===== src/rtl/if_fetch_ctrl.sv =====
// Instruction-fetch controller: owns the PC, reads instruction SRAM over req/ack, feeds fetch/decode register.
// Latency: ack at edge N -> inst_valid_out with that word from cycle N+1; zero-wait SRAM sustains one word/cycle.
// Backpressure: one-entry skid absorbs a word landing on a full, unconsumed output; req drops until it drains.
//
// Ports:
//   clk, rst                        clock, synchronous active-high reset
//   en, stall                       downstream consume = inst_valid_out & en & !stall
//   branch_taken, branch_target     single-cycle redirect, highest priority
//   inst_mem_req/addr_out/ack/data  SRAM read port; addr held stable while req high until ack
//   inst_valid_out, instruction_out, pc_out   fetched word and its fetch address + PC_STEP
module if_fetch_ctrl #(
    parameter int                       PC_DATA_WIDTH     = 20,
    parameter int                       INSTRUCTION_WIDTH = 32,
    parameter logic [PC_DATA_WIDTH-1:0] RESET_PC          = '0,
    parameter int                       PC_STEP           = 4
) (
    input  logic                         clk,
    input  logic                         rst,
    input  logic                         en,
    input  logic                         stall,
    input  logic                         branch_taken,
    input  logic [PC_DATA_WIDTH-1:0]     branch_target,
    output logic                         inst_mem_req,
    output logic [PC_DATA_WIDTH-1:0]     inst_mem_addr_out,
    input  logic                         inst_mem_ack,
    input  logic [INSTRUCTION_WIDTH-1:0] inst_mem_data_in,
    output logic                         inst_valid_out,
    output logic [INSTRUCTION_WIDTH-1:0] instruction_out,
    output logic [PC_DATA_WIDTH-1:0]     pc_out
);

    localparam logic [PC_DATA_WIDTH-1:0] STEP = PC_DATA_WIDTH'(PC_STEP);

    typedef enum logic [1:0] {
        FETCH = 2'd0,
        HOLD  = 2'd1,
        DRAIN = 2'd2
    } state_t;

    state_t                         state_q, state_d;
    logic [PC_DATA_WIDTH-1:0]       pc_q, pc_d;
    // Address of the read being drained after a redirect; must stay on the bus until its ack.
    logic [PC_DATA_WIDTH-1:0]       drain_addr_q, drain_addr_d;
    logic                           out_vld_q, out_vld_d;
    logic [INSTRUCTION_WIDTH-1:0]   out_inst_q, out_inst_d;
    logic [PC_DATA_WIDTH-1:0]       out_pc_q, out_pc_d;
    logic                           skid_vld_q, skid_vld_d;
    logic [INSTRUCTION_WIDTH-1:0]   skid_inst_q, skid_inst_d;
    logic [PC_DATA_WIDTH-1:0]       skid_pc_q, skid_pc_d;

    logic consume;
    logic ack_ok;
    logic [PC_DATA_WIDTH-1:0] pc_next;

    assign consume = out_vld_q & en & ~stall;
    // Ack only counts while a request is actually on the bus (never in HOLD or reset).
    assign ack_ok  = inst_mem_ack & inst_mem_req;
    assign pc_next = pc_q + STEP;

    assign inst_mem_req      = ~rst & (state_q != HOLD);
    assign inst_mem_addr_out = rst ? RESET_PC :
                               (state_q == DRAIN) ? drain_addr_q : pc_q;

    assign inst_valid_out  = out_vld_q;
    assign instruction_out = out_inst_q;
    assign pc_out          = out_pc_q;

    always_comb begin
        state_d      = state_q;
        pc_d         = pc_q;
        drain_addr_d = drain_addr_q;
        out_vld_d    = out_vld_q & ~consume;
        out_inst_d   = out_inst_q;
        out_pc_d     = out_pc_q;
        skid_vld_d   = skid_vld_q;
        skid_inst_d  = skid_inst_q;
        skid_pc_d    = skid_pc_q;

        if (branch_taken) begin
            // Redirect flushes both entries; any same-cycle consume already happened downstream.
            pc_d       = branch_target;
            out_vld_d  = 1'b0;
            skid_vld_d = 1'b0;
            unique case (state_q)
                FETCH: begin
                    if (!ack_ok) begin
                        state_d      = DRAIN;
                        drain_addr_d = pc_q;
                    end
                end
                HOLD:  state_d = FETCH;
                DRAIN: state_d = ack_ok ? FETCH : DRAIN;
                default: state_d = FETCH;
            endcase
        end else begin
            unique case (state_q)
                FETCH: begin
                    if (ack_ok) begin
                        pc_d = pc_next;
                        if (!out_vld_q || consume) begin
                            out_vld_d  = 1'b1;
                            out_inst_d = inst_mem_data_in;
                            out_pc_d   = pc_next;
                        end else begin
                            skid_vld_d  = 1'b1;
                            skid_inst_d = inst_mem_data_in;
                            skid_pc_d   = pc_next;
                            state_d     = HOLD;
                        end
                    end
                end
                HOLD: begin
                    if (consume) begin
                        out_vld_d  = skid_vld_q;
                        out_inst_d = skid_inst_q;
                        out_pc_d   = skid_pc_q;
                        skid_vld_d = 1'b0;
                        state_d    = FETCH;
                    end
                end
                DRAIN: begin
                    if (ack_ok) state_d = FETCH;
                end
                default: state_d = FETCH;
            endcase
        end
    end

    always_ff @(posedge clk) begin
        if (rst) begin
            state_q      <= FETCH;
            pc_q         <= RESET_PC;
            drain_addr_q <= RESET_PC;
            out_vld_q    <= 1'b0;
            out_inst_q   <= '0;
            out_pc_q     <= '0;
            skid_vld_q   <= 1'b0;
            skid_inst_q  <= '0;
            skid_pc_q    <= '0;
        end else begin
            state_q      <= state_d;
            pc_q         <= pc_d;
            drain_addr_q <= drain_addr_d;
            out_vld_q    <= out_vld_d;
            out_inst_q   <= out_inst_d;
            out_pc_q     <= out_pc_d;
            skid_vld_q   <= skid_vld_d;
            skid_inst_q  <= skid_inst_d;
            skid_pc_q    <= skid_pc_d;
        end
    end

endmodule


===== config.mk =====
export PLATFORM = sky130hd
export DESIGN_NAME = if_fetch_ctrl
export DESIGN_NICKNAME = d
export VERILOG_FILES = /design/src/rtl/if_fetch_ctrl.sv
export SDC_FILE = /design/constraint.sdc
export NUM_CORES = 1
export LEC_CHECK = 0
export ABC_CLOCK_PERIOD_IN_PS = 2500
export CAP_MARGIN = 20
export CORE_ASPECT_RATIO = 2
export CORE_MARGIN = 1
export CORE_UTILIZATION = 52
export DETAILED_ROUTE_END_ITERATION = 8
export HOLD_SLACK_MARGIN = 0.12
export PLACE_DENSITY = 0.8
export SLEW_MARGIN = 40
export SYNTH_ARGS = -nofsm -noshare
export SYNTH_HDL_FRONTEND = slang
export SYNTH_SLANG_ARGS = --single-unit

===== constraint.sdc =====
create_clock -name clk -period 2.5 [get_ports clk]
set_clock_uncertainty 0.2 [all_clocks]
set_input_delay 0.75 -clock clk [delete_from_list [all_inputs] [get_ports clk]]
set_output_delay 0.75 -clock clk [all_outputs]
set_load 0.05 [all_outputs]

==> results of run 1 <==
## per-stage QoR
stage          cells  setup TNS (ns)  power [mW]  hold WS, ns
6_report        1130         -0.0108        5.95        0.251
5_1_grt         1130          -0.625        6.14        0.276
4_1_cts         1130         -0.0851        5.97        0.257
3_5_place_dp    1098          -14.32        3.42        0.247
3_3_place_gp    1098           -9.42        3.41        0.241
2_1_floorplan    843               0        3.05        0.237
## cells in the final DEF (no fill, tap or decap), drive strengths merged, types with 7 or more instances in the layout
cell           count
a211oi            12
a21oi             99
a311oi            35
buf               85
clkbuf            18
clkdlybuf4s50     56
dfxtp            148
dlygate4sd2       35
inv               11
nand2            246
nand2b             7
nand3              9
nand4              7
nor2              86
nor3              13
o211ai             8
o21ai              9
xnor2              7
xor2              12
## repair_timing
action | in CTS | in global routing
endpoints found under the setup margin | 55 | 26
hold endpoints to repair | 0 | 0
gates resized for setup | 40 | 9
pin swaps | 3 | 1
hold buffers | 0 | 0
## routing by layer
layer	wire (um)	track usage, %	part of all wire (%)	vias up
met2	10000	52.1	55	211
met1	6700	30.6	37	3045
met3	799	5.65	4.4	45
met5	0	0	0	-
li1	-	-	-	3128
met4	642	13.7	3.5	0
## kinds of logic after synthesis
family,count (synthesis),synth area share [%]
DFF,148,44.7
adders and majority gates,1,0.189
and+or+nand+nor,402,27.0
muxes,2,0.302
buffers and inverters,79,5.99
AOI/OAI and AO/OA,192,19.3
xor gates and xnor gates,19,2.51
## area by class of cell
cell class	count	area, sq um
clock buffer	18	429
timing repair buffer	181	1990
sequential	148	2970
clock inverter	14	168
inverter	3	11.3
tap	150	188
fill	931	3210
multi-input combinational	616	3520
## critical path, cell delays in order, from the launching register on
cell and delay, ns:
dfxtp_4 0.37, nor2b_4 0.16, buf_12 0.16, nand2_1 0.10
a21oi_4 0.19, buf_12 0.16
## state kept, by name, indices dropped and copies added, names as in the netlist, 2 cells and up
| signal | count |
|---|---|
| drain_addr_q | 20 |
| pc_out | 20 |
| skid_inst_q | 32 |
| skid_pc_q | 20 |
| instruction_out | 32 |
| state_q | 2 |
| pc_q | 20 |
## power groups by stage
stage	clock [mW]	sequential [mW]	combinational (mW)
global placement	0	2.55	0.855
floorplan	0	2.65	0.407
CTS	2.61	2.50	0.852
detailed placement	0	2.56	0.864
global route	2.72	2.51	0.907
finish	2.59	2.51	0.851
## path summary, 6_finish.rpt
kind,startpoint,to
max,state_q[1],inst_mem_addr_out[19]
min,pc_out[5],pc_out[5]
max reg2reg,pc_q[2],pc_out[16]
min reg2reg,pc_out[5],pc_out[5]
==> impl_metrics.yaml, run 1 <==
clock_network:
  clk-insertion-delay-late_ns: 0.42
  cts_setup_buffers: 0
  clkSinkCount: 148
  path_clk_slew_ns: 0.07
  cts_tree: "built"
  htreeDepth: 4
  clock_path_buffers: 2
  clock-root-buffer: "clkbuf_16"
  numCtsBuffers: 17
placed_design:
  io_buffers: 131
  gp_congestion: 0.890
  postPlaceCellArea_sq_mm: 0.00868
  dp_hpwl_um: 12600
  post-place-ws_ns: -0.212
routing:
  vias: 6429
  routed_wl_um: 18100
  drcViolationCount: 0
  ant_nets: 0
  firstDrtPassIters: 5
  wl_per_cell_um: 16.1
  avgViaCountPerCell: 5.69
  drtIter0Drc: 410
global_route:
  grt-ovfl-total: 0
  antenna_found_initial: 0
  grtUsageTotal_pct: 28.8
  grt_first_pass_wirelength_um: 29600
  grt_max_degree: 69
  grt_pass1_vias: 6355
logic_synthesis:
  ys_ff_latch: 148
  synth_cell_types: 60
  yosys-top-cells-count: "245 x nand2_1, 148 x dfxtp_1, 98 x a21oi_1"
  synth_top_cell_by_area: "dfxtp_1"
  synthCells: 843
  synth_area_leaders: "dfxtp_1 45%, nand2_1 14%, a21oi_1 7.4%"
  synth_top_area_share_pct: 44.7
  synth_fp_nets: 902
  ys_seq_area_share_pct: 44.7
  synth-edff-count: 0
  post-synth-top-count-cell: "nand2_1"
  yosysWarningCount: 0
  synthArstFlopShare_pct: 0
  syn_avg_cell_area_sq_um: 7.86
  syn_area_sq_mm: 0.00663
  synth_top_flop_cell: "dfxtp_1"
critical_path:
  critPathKind: "flop to primary output"
  r2r_cells: 6
  cp-end-kind: "primary output"
  arrival_ns: 1.56
  cp-start-kind: "flop"
  cp_max_fo: 20
  worstPathRequired_ns: 1.55
  rrSetupSlack_ns: 0.35
die:
  initial_utilization_pct: 53.1
  dieArea_sq_mm: 0.0132
  placementRows: 58
  die_h_um: 162
  pin_count: 132
  die_w_um: 81.8
  coreArea_sq_mm: 0.0125
sta:
  setup_viol: 1
  slew_headroom_pct: 53.7
  fmax_mhz: 398
  fin_crit_sh_pct: 100
  worst_pin_slew_ns: 0.694
  finalHoldViolCount: 0
  period_needed_ns: 2.51
  finalMaxSlewViolations: 0
  rsz0062_at_grt: "true"
  setup_slack_ns: -0.0108
pwr:
  comb_power_share_pct: 14.3
  switchingPower_mw: 1.66
  p_leak_nw: 3.52
  ir_drop_mv: 0.595
  pwr-share-clk_pct: 43.6
  p_int_mw: 4.29
  switching_share_pct: 27.8
  powerDensity_mw_per_mm2: 641
  seqPwrFrac_pct: 42.1
status:
  status: "complete, but fails checks"
  violations: "negative setup slack"
final_layout:
  drive_above_1_share_pct: 17.4
  syn_to_final_growth_pct: 40.0
  diodes: 0
  fin_util_pct: 74.3
  nNetsFinal: 1026
  postLayoutCellArea_sq_mm: 0.00928
run:
  drv_cap: 0
worst_hold_path:
  min_path_type: "flop to flop"
  hold_depth: 2
(Power assumes the default switching activity.)
==> inputs of run 2 (changes only) <==
--- a/constraint.sdc
+++ b/constraint.sdc
@@ -4,2 +4,2 @@
 set_output_delay 0.75 -clock clk [all_outputs]
-set_load 0.05 [all_outputs]
+set_load 0.02 [all_outputs]
==> impl_metrics.yaml, run 2 (synthesized netlist as in run 1, its figures left out) <==
status:
  status: "complete, no violations"
critical_path:
  rrSetupSlack_ns: 0.35
  path_buf_inv: 2
  cp-start-kind: "flop"
  crit_chain: "nand2b_4 > buf_12 > nand2_1 > a21oi_2 > buf_4"
  cp_max_fo: 20
  r2r_start: "state_q[0]"
  worstPathRequired_ns: 1.55
  critPathKind: "flop to primary output"
  arrival_ns: 1.52
  reg2reg_to: "instruction_out[18]"
  critical_path.slowest_cell: "dfxtp_4"
  cpLargestDelayFamily: "flip-flops"
  r2r_cells: 7
  cp-end-kind: "primary output"
  max_stage_delay_ns: 0.38
die:
  initial_utilization_pct: 53.1
  placementRows: 58
  dieArea_sq_mm: 0.0132
  die_h_um: 162
  coreArea_sq_mm: 0.0125
  die_w_um: 81.8
  pin_count: 132
sta:
  setup_viol: 0
  setup_slack_ns: 0.0318
  period_needed_ns: 2.47
  finalHoldViolCount: 0
  fmax_mhz: 405
  rsz0062_at_grt: "true"
  worst_pin_slew_ns: 0.656
  slew_headroom_pct: 56.3
  fin_crit_sh_pct: 98.7
  tns_ns: 0
  finalMaxSlewViolations: 0
clock_network:
  ctsHoldBuffers: 0
  htreeDepth: 4
  clkSinkCount: 148
  cts_tree: "built"
  clk-insertion-delay-late_ns: 0.42
  path_clk_slew_ns: 0.06
  clock-root-buffer: "clkbuf_16"
  numCtsBuffers: 17
  clock_path_buffers: 2
global_route:
  grt_max_degree: 64
  grt-ovfl-total: 0
  grtUsageTotal_pct: 29.3
  grt_pass1_vias: 6242
  antenna_found_initial: 0
  grt_first_pass_wirelength_um: 29700
pwr:
  p_leak_nw: 3.23
  powerDensity_mw_per_mm2: 633
  finalPower_mw: 5.69
  ir_drop_mv: 0.539
routing:
  ant_nets: 0
  firstDrtPassIters: 5
  vias: 6427
  drcViolationCount: 0
  avgViaCountPerCell: 5.58
  drtIter0Drc: 373
  wl_per_cell_um: 16.1
  routed_wl_um: 18500
worst_hold_path:
  hold_path_end: "pc_out[10]"
  hold_start: "pc_out[10]"
  min_path_type: "flop to flop"
  hold_depth: 2
placed_design:
  dp_hpwl_um: 12900
  post-place-ws_ns: -0.253
  gp_congestion: 0.884
  postPlaceCellArea_sq_mm: 0.00845
  io_buffers: 131
final_layout:
  drive_above_1_share_pct: 17.9
  final_common_cell: "nand2_1"
  fillerInstances: 1011
  diodes: 0
  syn_to_final_growth_pct: 35.5
  final_cell_mix: "244 x nand2_1, 146 x dfxtp_1, 109 x clkdlybuf4s50_1, 83 x nor2_1"
  nNetsFinal: 1048
  postLayoutCellArea_sq_mm: 0.00898
  fin_util_pct: 71.9
run:
  drv_cap: 0
-- run 2: cell types whose count changed in the layout (fill, tap and decap cells not counted), moves of 2 or more --
cell,delta
buf_12,-26
inv_8,-2
buf_2,+7
dlygate4sd2_1,-35
dlymetal6s2s_1,-5
a21oi_2,+20
a21oi_4,-20
clkinvlp_4,+3
clkdlybuf4s50_1,+53
buf_4,+28
-- run 2: how the worst max path moves through the flow --
stage | startpoint | end | slack [ns] | cells past startpoint
5_1_grt | state_q[0] | inst_mem_addr_out[6] | -0.02 | 5
3_5_place_dp | inst_mem_ack | instruction_out[18] | -0.25 | 6
3_3_place_gp | inst_mem_ack | pc_out[12] | -0.22 | 7
6_report | state_q[0] | inst_mem_addr_out[6] | 0.03 | 5
2_1_floorplan | rst | inst_mem_addr_out[0] | 0.03 | 4
4_1_cts | state_q[1] | inst_mem_addr_out[14] | 0.002 | 5
-- run 2: cell type report --
class	count	area [sq um]	share of cell area (%)
clock inverter	14	141	1.57
timing repair buffer	203	1870	20.9
multi-input combinational	616	3370	37.5
tap	150	188	2.09
inverter	3	11.3	0.125
clock buffer	18	429	4.78
sequential	148	2970	33.1
-- run 2: what timing repair did --
action | CTS | global route
pin swaps | 0 | 0
gates resized for setup | 92 | 16
setup buffers | 0 | 0
endpoints found under the setup margin | 21 | 20
-- run 2: power breakdown --
group          internal, mW  switching (mW)
clock network          1.40            1.08
registers              2.43          0.0427
logic                 0.342           0.400
total                  4.17            1.52
-- run 2: tightest hold or removal path, stage by stage, from the launching register on --
cell and delay, ns:
dfxtp_1 0.31, nand2_1 0.05, a21oi_1 0.05
-- run 2: routing by layer --
| layer | routed length (um) | global-route usage (%) | share of wire [%] |
|---|---|---|---|
| met1 | 6940 | 31.2 | 37 |
| met2 | 10000 | 52.0 | 54 |
| met3 | 685 | 4.97 | 3.7 |
| met4 | 850 | 17.1 | 4.6 |
| met5 | 0 | 0 | 0 |
-- run 2: per-stage QoR --
step,hold WS [ns],instances
floorplan,0.237,843
global placement,0.237,1120
detailed placement,0.244,1120
CTS,0.252,1152
global route,0.268,1152
finish,0.251,1152
==> inputs of run 3 (changes only) <==
- ABC_CLOCK_PERIOD_IN_PS: 2500 -> unset
- REMOVE_ABC_BUFFERS: unset -> 1
==> impl_metrics.yaml, run 3 (synthesized netlist as in run 1, its figures left out) <==
sta:
  finalMaxSlewViolations: 0
  setup_viol: 0
  slew_headroom_pct: 65.1
  setup_slack_ns: 0.0659
  period_needed_ns: 2.43
  fmax_mhz: 411
  worst_pin_slew_ns: 0.524
  rsz0062_at_grt: "false"
  hold_ws_ns: 0.251
  fin_crit_sh_pct: 97.4
  finalHoldViolCount: 0
clock_network:
  cts_setup_buffers: 0
  path_clk_slew_ns: 0.06
  clock-root-buffer: "clkbuf_16"
  htreeDepth: 4
  clk-insertion-delay-late_ns: 0.41
  clock_path_buffers: 2
  numCtsBuffers: 17
  ctsHoldBuffers: 0
  cts_tree: "built"
  clkSinkCount: 148
  cts.repair.resized: 86
routing:
  avgViaCountPerCell: 5.58
  vias: 6438
  routed_wl_um: 18500
  ant_nets: 0
  drtIter0Drc: 396
  firstDrtPassIters: 5
  wl_per_cell_um: 16.0
  drcViolationCount: 0
final_layout:
  drive_above_1_share_pct: 15.8
  seq_area_sq_mm: 0.00297
  fillerInstances: 969
  multi_input_area_sq_mm: 0.00329
  final_cell_mix: "245 x nand2_1, 146 x dfxtp_1, 109 x clkdlybuf4s50_1, 96 x a21oi_1, 84 x nor2_1"
  nNetsFinal: 1049
  syn_to_final_growth_pct: 35.6
  final_common_cell: "nand2_1"
die:
  die_w_um: 81.8
  placementRows: 58
  dieArea_sq_mm: 0.0132
  initial_utilization_pct: 53.1
  die_h_um: 162
  coreArea_sq_mm: 0.0125
  pin_count: 132
placed_design:
  gp_congestion: 0.924
  io_buffers: 131
  dp_hpwl_um: 13000
  post-place-ws_ns: -0.285
global_route:
  antenna_found_initial: 1
  grt_first_pass_wirelength_um: 29800
  grtUsageTotal_pct: 29.3
  grt_use_met3_pct: 5.20
  grtUsageMet2_pct: 52.7
  grt_pass1_vias: 6244
  grt_max_degree: 48
  grt_busiest_layer: "met2"
  met1_usage_pct: 30.7
  grt-ovfl-total: 0
pwr:
  comb_power_share_pct: 12.6
  ir_drop_mv: 0.682
  pwr-share-clk_pct: 44.9
  switchingPower_mw: 1.47
  seqPwrFrac_pct: 42.5
  p_leak_nw: 3.28
  switching_share_pct: 25.2
  powerDensity_mw_per_mm2: 649
  p_int_mw: 4.37
critical_path:
  arrival_ns: 1.48
  cp-end-kind: "primary output"
  rrSetupSlack_ns: 0.40
  cp-start-kind: "flop"
  cp_max_fo: 20
  r2r_start: "pc_q[2]"
  reg2reg_to: "pc_out[16]"
  critPathKind: "flop to primary output"
  worstPathRequired_ns: 1.55
  r2r_cells: 7
worst_hold_path:
  hold_depth: 2
  min_path_type: "flop to flop"
  hold_path_end: "pc_out[10]"
  hold_start: "pc_out[10]"
status:
  status: "complete, no violations"
run:
  drv_cap: 0
-- run 3: power groups by stage --
| stage | Sequential (mW) | Combinational (mW) | Clock, mW |
|---|---|---|---|
| finish | 2.48 | 0.735 | 2.62 |
| CTS | 2.48 | 0.731 | 2.65 |
| detailed placement | 2.53 | 0.738 | 0 |
| global route | 2.49 | 0.791 | 2.75 |
| global placement | 2.53 | 0.731 | 0 |
| floorplan | 2.59 | 0.242 | 0 |
-- run 3: final cells by class --
cell class	count	share of cell area [%]
Antenna cell	1	0.0278
Clock buffer	19	4.82
Clock inverter	13	1.92
Inverter	3	0.125
Multi-Input combinational cell	616	36.6
Sequential cell	148	33.1
Tap cell	150	2.09
Timing Repair Buffer	204	21.3
-- run 3: stage by stage --
stage	total power, mW	TNS [ns]	instances	utilization (%)	area [sq um]
after floorplan	2.83	-40.21	767	-	6240
after global placement	3.26	-16.57	1121	67.6	8440
after detailed placement	3.27	-20.09	1121	67.6	8440
after CTS	5.86	-0.0169	1153	71.7	8950
after global routing	6.03	0	1154	72.0	8990
final	5.83	0	1154	72.0	8990
-- run 3: critical path, stage by stage, from the launching register on --
cell and delay [ns]:
dfxtp_4 0.37, nand2b_4 0.13, buf_12 0.15, nand2_1 0.11, a21oi_2 0.14, buf_4 0.15
-- run 3: routing by layer --
metal | share of wire [%] | vias up
li1 | - | 3178
met1 | 37 | 3011
met2 | 54 | 190
met4 | 5.1 | 0
met3 | 3.9 | 59
met5 | 0 | -
-- run 3: how the worst max path moves through the flow --
stage               startpoint               endpoint  slack [ns]
floorplan                  rst             pc_out[19]       -0.99
global placement           rst   inst_mem_addr_out[9]       -0.26
detailed placement         rst   inst_mem_addr_out[6]       -0.29
CTS                 state_q[0]   inst_mem_addr_out[6]       -0.02
global route        state_q[1]   inst_mem_addr_out[4]       0.002
finish              state_q[0]  inst_mem_addr_out[16]        0.07
==> patch 1: new RTL, config.mk and constraints of run 2 <==
Re-encode `state_t` (3 states) as one-hot, 3 bits wide.
--- a/src/rtl/if_fetch_ctrl.sv
+++ b/src/rtl/if_fetch_ctrl.sv
@@ -33,6 +33,6 @@
 
-    typedef enum logic [1:0] {
-        FETCH = 2'd0,
-        HOLD  = 2'd1,
-        DRAIN = 2'd2
+    typedef enum logic [2:0] {
+        FETCH = 3'b001,
+        HOLD  = 3'b010,
+        DRAIN = 3'b100
     } state_t;
Behaviour: no difference found for any inputs over 4 cycles, from zero or initial values and one cycle with rst high; so few cycles prove little.
==> patch 1 against run 2 <==
The flow now finishes with violations (negative setup slack); power is 3.2% higher; die area is 1.2% higher; count of clock-buffer cells in the layout stayed put; clock power increased by 2%; routed wire length rose by 15%; cell count rose by 2.4%; synthesized cell count increased by 0.59%; cell area is 6.7% higher; area after synthesis increased by 1.2%; worst setup slack worse by 96 ps; sequential cell count is 1 higher; largest power group unchanged.
==> patch 1: results (changes against run 2) <==
- Top cells by count, synth: 221 x nand2_1, 149 x dfxtp_1, 109 x nor2_1, 74 x a21oi_1, 60 x clkbuf_1
- Placed wire-length estimate: 13230 um (+2.2%)
- Largest net degree at the start of global routing: 57 (-11%)
- Reg-to-reg slack, setup: 20 ps (-330 ps)
- First drt pass iteration count: 7 (+2)
- Worst setup endpoint: inst_mem_addr_out[3]
- Synthesized Nets: 907 (+0.55%)
- WL per Instance: 18.09 um (+13%)
- Failing checks: negative setup slack
- Post-place setup slack: -486.6 ps (-234.1 ps)
- FF-to-FF End: instruction_out[15]
- NumNets Final: 1076 (+2.7%)
- R2r startpoint: state_q[0]
- Worst vdd ir: 0.5567 mV (+3.2%)
- Vias in the first global route: 6509 (+4.3%)
- Vias per cell: 5.857 (+5.0%)
- Starting DRT DRC Count: 432 (+16%)
- First-pass GRT wire length: 31040 um (+4.5%)
- Final worst setup slack: -64.43 ps (-96.27 ps)
- Cell variety after synth: 44 (-27%)
- Leak: 3.595 nW (+11%)
- Reg2reg path depth: 8 (+1)
- Register area share after synthesis: 44.48% (-0.24 points)
- Outcome: complete, but fails checks
- Critical path's largest stage delay: 340 ps (-40 ps)
- Worst rel slew slack: 62.41% (+6.1 points)
- Placed instance area: 8603 um2 (+1.8%)
- Layout cells sized above 1: 19.90% (+2.0 points)
- Critical Path Fanout Max: 8 (-60%)
- Total GRT Usage: 30.94% (+1.6 points)
- # setup viols final: 15 (+15)
- Crit path max-delay cell type: dfxtp_2
- Setup TNS: -484.3 ps (-484.3 ps)
- CP arrival: 1610 ps (+90 ps)
## patch 1: what timing repair did
item,CTS,global route
buffers inserted,0,6
gates resized for setup,131,34
gates cloned,2,5
pin swaps,8,13
endpoints found under the setup margin,26,85
## patch 1: power breakdown
part	switching, mW	internal (mW)	leakage [nW]
clock	1.09	1.42	0.274
combinational	0.439	0.407	2.11
sequential	0.0613	2.45	1.21
## patch 1: per-layer routing
layer	up-vias	share of wire [%]	track usage, %
li1	3233	-	-
met1	3249	35	31.42
met2	333	54	54.55
met3	96	5.5	5.938
met4	0	6.4	21.29
met5	-	0	0
## patch 1: critical path: cells and delay by family (launching register included)
| kind | cells | cell delay [ps] |
|---|---|---|
| simple gates | 3 | 380 |
| flops | 1 | 340 |
| buf+inv | 2 | 280 |
| compound gates | 1 | 180 |
## patch 1: logic make-up after synthesis
group	share of synthesized area [%]
and+or+nand+nor	24.38
AOI/OAI and AO/OA	18.13
DFF	44.48
buffers and inverters	5.186
xor gates and xnor gates	4.179
muxes	3.451
adders and majority gates	0.1865
## patch 1: worst min-delay path by stage
stage | from | endpoint | slack, ps
CTS | pc_out[13] | pc_out[13] | 250
global placement | pc_out[13] | pc_out[13] | 240
floorplan | skid_inst_q[0] | skid_inst_q[0] | 240
detailed placement | pc_out[13] | pc_out[13] | 240
global route | skid_inst_q[23] | skid_inst_q[23] | 270
finish | pc_out[13] | pc_out[13] | 250
## patch 1: layout make-up
class | count | area (um2) | share of cell area [%]
inverters | 5 | 18.77 | 0.1959
clock inverters | 14 | 140.1 | 1.463
multi-input cells | 618 | 3550 | 37.05
flip-flops and latches | 149 | 2987 | 31.17
well taps | 150 | 187.7 | 1.959
clock buffers | 18 | 439.2 | 4.584
repair buffers | 226 | 2258 | 23.57
## patch 1: through the flow
| step | hold slack [ps] | utilization [%] | power [mW] | std cells |
|---|---|---|---|---|
| after floorplan | 236.6 | - | 2.942 | 848 |
| after global placement | 239.1 | 68.53 | 3.306 | 1135 |
| after detailed placement | 244.9 | 68.53 | 3.318 | 1135 |
| after CTS | 253.6 | 73.92 | 5.818 | 1169 |
| after global routing | 271.5 | 76.31 | 6.050 | 1180 |
| final | 249.7 | 76.31 | 5.869 | 1180 |
==> patch 2: new RTL, flow settings as in run 2 <==
Without the edit above. Change the parameter `INSTRUCTION_WIDTH` from 32 to 36.
--- a/src/rtl/if_fetch_ctrl.sv
+++ b/src/rtl/if_fetch_ctrl.sv
@@ -12,3 +12,3 @@
     parameter int                       PC_DATA_WIDTH     = 20,
-    parameter int                       INSTRUCTION_WIDTH = 32,
+    parameter int                       INSTRUCTION_WIDTH = 36,
     parameter logic [PC_DATA_WIDTH-1:0] RESET_PC          = '0,
Ports: changed (resized inst_mem_data_in and instruction_out); port bits go from 132 to 140. The function was not compared with the original's and may differ.
==> patch 2 against run 2 <==
First-iteration DRC count fell by 1.1%; power up 5.4%; worst setup slack better by 0.72 ps; routed wire length rose by 5.4%; sequential cell count up 8; via count is 5.6% higher; critical path depth did not move; area after synthesis increased by 3.6%; sequential power up 6%; cell area up 6.9%; critical path type unchanged; largest cell class unchanged.
==> patch 2: results (changes against run 2) <==
- Leak: 3.521 nW (+8.9%)
- FF-to-FF End: skid_pc_q[12]
- Sw Share: 25.54% (-1.2 points)
- Compound-Gate Fraction of Synth Area: 18.68% (-0.62 points)
- M1 WL: 7501 um (+8.1%)
- XOR/XNOR share of the synthesized area: 1.531% (-0.98 points)
- GR Layer Usage met3: 4.248% (-0.72 points)
- Reg2reg path depth: 5 (-2)
- Top cells by count, synth: 223 x nand2_1, 156 x dfxtp_1, 95 x nor2_1, 77 x a21oi_1, 62 x clkbuf_1
- Starting DRT DRC Count: 369 (-1.1%)
- GRT met2 Usage: 52.61% (+0.62 points)
- Hold Crit Start: pc_out[6]
- CP delay by family, top: flip-flops
- Metal2 WL: 10570 um (+5.3%)
- NumNets Final: 1096 (+4.6%)
- First-pass GRT wire length: 31690 um (+6.7%)
- Mux contribution to synthesized area: 3.208% (+2.9 points)
- Layout cells sized above 1: 16.92% (-0.94 points)
- Register area share after synthesis: 45.49% (+0.78 points)
- Clk_lat worst skew: 420 ps (about the same)
- Pwr dens: 624.4 nW/um2 (-1.4%)
- Total GRT Usage: 28.86% (-0.46 points)
- Gpl congestion: 0.8884 (+0.51%)
- Cts bufs inserted: 17 (unchanged)
- Placed instance area: 8947 um2 (+5.9%)
- Cell variety after synth: 55 (-8.3%)
- Max Used Layer: met4
- Adder-cell share of the synthesized area: 0.1822% (-0.0066 points)
- Post-place setup slack: -512.6 ps (-260.1 ps)
- Reg-to-reg slack, setup: 110 ps (-240 ps)
- Avg Inst Size Synth: 7.873 um2 (+0.16%)
- R2r startpoint: pc_q[2]
- Clock Power Share: 42.8% (-0.7 points)
- Worst rel slew slack: 45.98% (-10 points)
- Via count: 6788 (+5.6%)
- First drt pass iteration count: 7 (+2)
- Comb power: 0.798 mW (+7.7%)
- Synthesized Nets: 935 (+3.7%)
- Vias in the first global route: 6594 (+5.6%)
- Placed cell count: 1162 (+3.8%)
- Hold EP: pc_out[6]
- # port buffers: 139 (+6.1%)
- Final instance count without filler cells: 1198 (+4.0%)
- Worst Hold Margin: 253.4 ps (+2.082 ps)
- Hold Crit Depth: 2 (unchanged)
- Met1 usage: 31.74% (+0.57 points)
- Outcome: complete, no violations
- Drt total wl: 19520 um (+5.4%)
- Largest net degree at the start of global routing: 80 (+25%)
- Placed wire-length estimate: 13160 um (+1.7%)
[patch 2: final cells by class]
| cell class | instances | area (um2) |
|---|---|---|
| well taps | 152 | 190.2 |
| multi-input cells | 630 | 3503 |
| inverters | 4 | 15.01 |
| flip-flops and latches | 156 | 3131 |
| clock inverters | 13 | 138.9 |
| repair buffers | 224 | 2180 |
| clock buffers | 19 | 442.9 |
| fillers | 987 | 3318 |
[patch 2: worst max-delay path by stage]
stage	startpoint	endpoint	slack (ps)	depth (start not counted)
4_1_cts	state_q[0]	inst_mem_addr_out[2]	5	5
5_1_grt	state_q[1]	inst_mem_addr_out[11]	-20	5
6_report	state_q[1]	inst_mem_addr_out[19]	30	5
2_1_floorplan	rst	pc_out[19]	-20	5
3_3_place_gp	inst_mem_ack	pc_out[19]	-410	5
3_5_place_dp	inst_mem_ack	instruction_out[8]	-510	7
[patch 2: repair_timing]
item | in CTS | in global routing
pin swaps | 2 | 0
gates resized for setup | 90 | 26
setup endpoints to repair | 61 | 21
cloned | 2 | 0
buffers inserted | 2 | 0
